[src/rtl/cpu_trace_monitor.sv]
// Commit-trace capture buffer and run-control FSM for the single-cycle CPU.
// Optional build macro TRACE_FILTER_EN: capture only cycles that write a nonzero RF register.
module cpu_trace_monitor #(
  parameter int              XLEN       = 32,
  parameter int              DEPTH      = 16,
  parameter logic [XLEN-1:0] STOP_PC    = 'h48,
  parameter int              MAX_CYCLES = 1000,
  parameter int              CNT_W      = 16,
  parameter bit              WRAP       = 1'b1
) (
  input  logic                       clk,
  input  logic                       rst,
  input  logic                       start,
  input  logic                       stop,
  input  logic [XLEN-1:0]            pc_in,
  input  logic [31:0]                instr_in,
  input  logic                       rf_we,
  input  logic [4:0]                 rf_waddr,
  input  logic [XLEN-1:0]            rf_wdata,
  input  logic                       rd_en,
  output logic [2*XLEN+37:0]         rd_data,
  output logic                       rd_valid,
  output logic                       empty,
  output logic                       full,
  output logic [$clog2(DEPTH):0]     count,
  output logic                       running,
  output logic                       halt,
  output logic [1:0]                 halt_cause,
  output logic [CNT_W-1:0]           cycle_cnt,
  output logic                       overflow
);

  localparam int AW = $clog2(DEPTH);
  localparam int CW = AW + 1;
  localparam int EW = 2 * XLEN + 38;

  typedef enum logic [1:0] {
    S_IDLE   = 2'd0,
    S_RUN    = 2'd1,
    S_HALTED = 2'd2
  } state_t;

  state_t           state_reg;
  state_t           state_next;
  logic [CNT_W-1:0] cycle_cnt_reg;
  logic [1:0]       cause_reg;
  logic             overflow_reg;
  logic [AW-1:0]    wr_ptr_reg;
  logic [AW-1:0]    rd_ptr_reg;
  logic [CW-1:0]    count_reg;
  logic [EW-1:0]    rd_data_reg;
  logic             rd_valid_reg;
  logic [EW-1:0]    mem [DEPTH];

  logic             in_run;
  logic             pc_hit;
  logic             limit_hit;
  logic [1:0]       evt_cause;
  logic             run_cycle;
  logic             filter_pass;
  logic             start_go;
  logic             push;
  logic             pop;
  logic             buf_empty;
  logic             buf_full;
  logic             do_write;
  logic             drop_oldest;
  logic [EW-1:0]    entry;

  // ---------------------------------------------------------------- event decode
  assign in_run   = (state_reg == S_RUN);
  assign pc_hit   = (pc_in == STOP_PC);
  assign start_go = start && (state_reg != S_RUN);

  generate
    if (MAX_CYCLES > 0) begin : g_limit
      localparam logic [31:0] LIMIT_LAST = 32'(MAX_CYCLES - 1);
      assign limit_hit = (32'(cycle_cnt_reg) == LIMIT_LAST);
    end else begin : g_no_limit
      assign limit_hit = 1'b0;
    end
  endgenerate

  // Halt source priority: stop PC, then cycle budget, then external stop.
  always_comb begin
    evt_cause = 2'd0;
    if (in_run) begin
      if (pc_hit) begin
        evt_cause = 2'd1;
      end else if (limit_hit) begin
        evt_cause = 2'd2;
      end else if (stop) begin
        evt_cause = 2'd3;
      end
    end
  end

  // An external stop that wins arbitration suppresses that cycle entirely.
  assign run_cycle = in_run && (evt_cause != 2'd3);

`ifdef TRACE_FILTER_EN
  assign filter_pass = rf_we && (rf_waddr != 5'd0);
`else
  assign filter_pass = 1'b1;
`endif

  assign push  = run_cycle && filter_pass;
  assign entry = {pc_in, instr_in, rf_we, rf_waddr, rf_wdata};

  // ---------------------------------------------------------------- FSM
  always_ff @(posedge clk or posedge rst) begin
    if (rst) begin
      state_reg <= S_IDLE;
    end else begin
      state_reg <= state_next;
    end
  end

  always_comb begin
    state_next = state_reg;
    case (state_reg)
      S_IDLE:   if (start) state_next = S_RUN;
      S_RUN:    if (evt_cause != 2'd0) state_next = S_HALTED;
      S_HALTED: if (start) state_next = S_RUN;
      default:  state_next = S_IDLE;
    endcase
  end

  always_comb begin
    running = (state_reg == S_RUN);
    halt    = (state_reg == S_HALTED);
  end

  // ---------------------------------------------------------------- run statistics
  always_ff @(posedge clk or posedge rst) begin
    if (rst) begin
      cycle_cnt_reg <= '0;
      cause_reg     <= 2'd0;
    end else if (start_go) begin
      cycle_cnt_reg <= '0;
      cause_reg     <= 2'd0;
    end else begin
      if (run_cycle && (cycle_cnt_reg != '1)) begin
        cycle_cnt_reg <= cycle_cnt_reg + 1'b1;
      end
      if (evt_cause != 2'd0) begin
        cause_reg <= evt_cause;
      end
    end
  end

  // ---------------------------------------------------------------- trace buffer
  assign buf_empty = (count_reg == '0);
  assign buf_full  = (count_reg == CW'(DEPTH));
  assign pop       = rd_en && !buf_empty;

  // A pop in the same cycle frees a slot, so a full buffer can still accept the push.
  assign do_write    = push && (!buf_full || pop || WRAP);
  assign drop_oldest = push && buf_full && !pop && WRAP;

  always_ff @(posedge clk or posedge rst) begin
    if (rst) begin
      wr_ptr_reg   <= '0;
      rd_ptr_reg   <= '0;
      count_reg    <= '0;
      overflow_reg <= 1'b0;
      rd_valid_reg <= 1'b0;
    end else begin
      rd_valid_reg <= pop;
      if (do_write) begin
        wr_ptr_reg <= wr_ptr_reg + 1'b1;
      end
      if (pop || drop_oldest) begin
        rd_ptr_reg <= rd_ptr_reg + 1'b1;
      end
      if (do_write && !pop && !buf_full) begin
        count_reg <= count_reg + 1'b1;
      end else if (pop && !do_write) begin
        count_reg <= count_reg - 1'b1;
      end
      if (start_go) begin
        overflow_reg <= 1'b0;
      end else if (push && buf_full && !pop) begin
        overflow_reg <= 1'b1;
      end
    end
  end

  always_ff @(posedge clk) begin
    if (do_write) begin
      mem[wr_ptr_reg] <= entry;
    end
  end

  // Registered read; on a full push+pop the old slot contents are returned.
  always_ff @(posedge clk or posedge rst) begin
    if (rst) begin
      rd_data_reg <= '0;
    end else if (pop) begin
      rd_data_reg <= mem[rd_ptr_reg];
    end
  end

  // ---------------------------------------------------------------- outputs
  assign rd_data    = rd_data_reg;
  assign rd_valid   = rd_valid_reg;
  assign empty      = buf_empty;
  assign full       = buf_full;
  assign count      = count_reg;
  assign halt_cause = cause_reg;
  assign cycle_cnt  = cycle_cnt_reg;
  assign overflow   = overflow_reg;

endmodule

[config.mk]
export PLATFORM = sky130hd
export DESIGN_NAME = cpu_trace_monitor
export DESIGN_NICKNAME = d
export VERILOG_FILES = /design/src/rtl/cpu_trace_monitor.sv
export SDC_FILE = /design/constraint.sdc
export NUM_CORES = 2
export LEC_CHECK = 0
export BUFFER_PORTS_ARGS = -buffer_cell sky130_fd_sc_hd__buf_2
export CAP_MARGIN = 10
export CORE_MARGIN = 2
export CORE_UTILIZATION = 34
export CTS_BUF_LIST = sky130_fd_sc_hd__clkbuf_4 sky130_fd_sc_hd__clkbuf_8 sky130_fd_sc_hd__clkbuf_16
export CTS_CLUSTER_SIZE = 30
export DETAILED_ROUTE_END_ITERATION = 10
export GPL_TIMING_DRIVEN = 0
export MAX_ROUTING_LAYER = met4
export PLACE_DENSITY_LB_ADDON = 0.3
export RECOVER_POWER = 100
export SLEW_MARGIN = 10
export SYNTH_ARGS = -nofsm -noshare
export SYNTH_HDL_FRONTEND = slang
export SYNTH_SLANG_ARGS = --single-unit
[constraint.sdc]
create_clock -name clk -period 27.9 [get_ports clk]
set_input_delay 4.185 -clock clk [delete_from_list [all_inputs] [get_ports clk]]
set_output_delay 4.185 -clock clk [all_outputs]
set_load 0.02 [all_outputs]
==> impl_results.md <==
* Post-Syn Area at 66,900 um2
* Critical Path AT at roughly 14 ns
* Worst path cell trace: clkbuf_1 -> nor4_1 -> nand4_1 -> o211ai_1 -> nand2_1 -> nor3_1 -> and2_0 -> clkbuf_1 -> clkbuf_1
* Reg area at roughly 52,000 um2
* P_int at 5.23 mW
* Setup-failing EPs final at 0
* Syn avg cell area at between 20 and 25 um2
* Worst Max-Slew Pin Slew at about 5.7 ns
* Largest net degree at the start of global routing at 78
* # rows at 162
* Reg power frac at 41.1%
* Time the worst path needs with I/O delays and setup at roughly 14 ns
* Total clock sinks at 1,769
* I/O Pins at 238
* Vias in the first global route at 34,610
* Highest clock rate at roughly 0.073 GHz
* Hold-fix buffers, CTS at 0
* Syn nets at 3,374
* Fin nets at 3,878
* Post-DP HPWL at 113 mm
* Placed cell areas at about 73,000 um2
* Post-Synthesis Cells at between 3,000 and 4,000
* Tcrit/Tclk final at 49.4%
* Total Power at approximately 7.7 mW
* Worst slack, placed at approximately 19 ns
* Final setup margin at 14.13 ns
* Initial antenna violation count at 31
* Worst path slowest cell: and2_0
* Routed WL per cell at ~27 um
* HP Class: reg -> reg
* Post-route cell area at 77,200 um2
* Fraction of layout cells with a size suffix above 1 at 17.1%
* Failing checks: capacitance limit, slew limit
* Status: finished with violations
* Post-cts resize count at 0
* Crit Path Class: in -> reg
* Die height at 448 um
* Total grt overflow at 0
* Initial Util at 34.3%
* Clk pwr share at a little under a third
* Seq/Total Area, Yosys at 78.3%
* Area growth from synthesis to layout at 15.3%
* Critical path capture point type: register
* Longest Clk Path Bufs at 3
* Synth top area share at 73.2%
* Comb power frac at 28.4%
* Top post-synthesis cells by area: edfxtp_1 73%, mux4_2 10%, dfrtp_1 5.1%
* PortBufs at 237
* Cell variety after synth at 49
* Layout Cells excl Fill at 6,539
* DRC Markers at 0
* Most frequent cells in the layout: 1,632 x edfxtp_1, 438 x clkbuf_1, 306 x mux4_2
* DRT iter0 DRCs at 3,588
* GRT Overall Usage at 18.1%
* Static Leak at 24.6 nW
* Multi-input combinational cell area at 13,700 um2
* Biggest area consumer among synthesized cells: edfxtp_1
* Number of slew-limit violations in the final report at 1,418
* CTS tree: done
* Commonest non-fill, non-tap cell in the layout: edfxtp_1
* RSZ-0062 raised after global routing: false
* Total setup buffers inserted after CTS at 0
* Power Dens Cells at 99.5 nW/um2
* Num CTS Buffers at around 180
* Core area at 195,000 um2
* Slew headroom at -277%
* Die W at 448 um
* Max-cap violations at 44
* Clock Root Buffer: clkbuf_16
* Fin Hold WS at 0.476 ns
* Net switching power at 2.45 mW
* Global-route wire length before repair at 254 mm
* Synthesized flop and latch total at 1,769
* Asr flop ratio synth at slightly below 8%
* FILL cells at 17,647
* Net Sw Frac at 31.9%
* Antenna-violating nets left at 0
* Crit Path Max Fanout at 42
* Synth Flop Type: edfxtp_1
* DR vias at ~34,000
* Max reg flops at 1,632
* VDD IR max at 0.0000671 V
* Worst Path Required at around 28 ns
* Total routed wirelength at 176 mm
* Final Skew at 0.0212 ns
* Setup TNS at 0 ns
* Via density at 5.23
* Gp weighted congestion at ~0.75
* Clk pin slew, worst setup/hold paths at 0.06 ns
* Die area at 200,000 um2
* Number of synthesized flops with an enable pin at ~1,600
* Clock Latency Late Sink at 0.79 ns
* Post-layout utilization of the core at 39.5%
* H-tree depth at 4
* Yosys Warn Count at 0
* Final hold vios at 0
* Critical path launch point type: primary input
* Pre-antenna DRT Iters at 7
* Most used cell, CP: clkbuf_1
* CP peak stage delay at roughly 2.9 ns
* # placed instances at ~6,200
## layer usage
layer  track usage [%]  vias up  wire (um)  part of all wire [%]
met2              29.5     1043      88000                    50
met4              3.99        0       3130                   1.8
met1              24.0    18335      74500                    42
met3              2.95      226      10400                   5.9
li1                  -    14599          -                     -
met5                 -        -          0                     0
## cell type report
type / instances / area share, %
Sequential cell: 1769 / 67.9
Multi-Input combinational cell: 1288 / 17.7
Clock inverter: 76 / 0.797
Inverter: 13 / 0.0648
Timing Repair Buffer: 327 / 1.62
Antenna cell: 11 / 0.0357
Buffer: 187 / 1.00
Clock buffer: 244 / 6.61
Tap cell: 2624 / 4.25
## synthesized netlist by cell type (2+ instances only)
master / number
edfxtp_1: 1632
mux4_2: 306
nand2_1: 220
o21ai_0: 211
mux2i_1: 205
o221ai_1: 204
dfrtp_1: 137
clkbuf_1: 109
buf_2: 66
nor2_1: 17
nand3_1: 13
buf_1: 12
inv_1: 12
nor4_1: 11
xor2_1: 10
ha_1: 9
nand4_1: 8
xnor2_1: 8
and4_1: 6
nor3b_1: 6
o31ai_1: 6
and2_1: 5
and3_1: 5
nand2b_1: 4
o211ai_1: 4
a21o_1: 3
nor3_1: 3
a31oi_1: 2
mux2_4: 2
nor4b_1: 2
## power by group through the flow
stage / Clock (mW) / Sequential, mW / Combinational, mW
final: 2.34 / 3.16 / 2.18
after global routing: 2.50 / 3.17 / 2.35
after CTS: 2.39 / 3.15 / 2.29
after detailed placement: 0 / 3.21 / 2.29
after global placement: 0 / 3.23 / 2.25
after floorplan: 0 / 3.30 / 1.29
## kinds of logic after synthesis
group           share of synthesized area [%]
flops                                    78.3
simple gates                             1.99
mux                                      13.4
buf+inv                                  1.24
compound gates                           4.58
fa+ha+maj                               0.198
xor+xnor                                0.235
## final timing paths
kind	startpoint	endpoint	slack, ns	cells past startpoint
max in group asynchronous	rst	cycle_cnt[14]$_DFFE_PP0P_	17.07	3
worst min register to register	rd_data[75]$_DFFE_PP0P_	rd_data[75]$_DFFE_PP0P_	0.48	2
min in group asynchronous	rst	rd_data[47]$_DFFE_PP0P_	4.35	2
worst max register to register	cycle_cnt[0]$_DFFE_PP0P_	mem[2][39]$_DFFE_PP_	18.01	9
worst max-delay path	pc_in[28]	mem[2][39]$_DFFE_PP_	14.13	9
worst min-delay path	rd_data[75]$_DFFE_PP0P_	rd_data[75]$_DFFE_PP0P_	0.48	2
## critical path: cells and delay by family
kind	cells	cell delay, ns
AOI/OAI and AO/OA	1	0.45
and+or+nand+nor	5	4.60
buffers and inverters	3	4.75
Power figures use the tool's default switching activity.
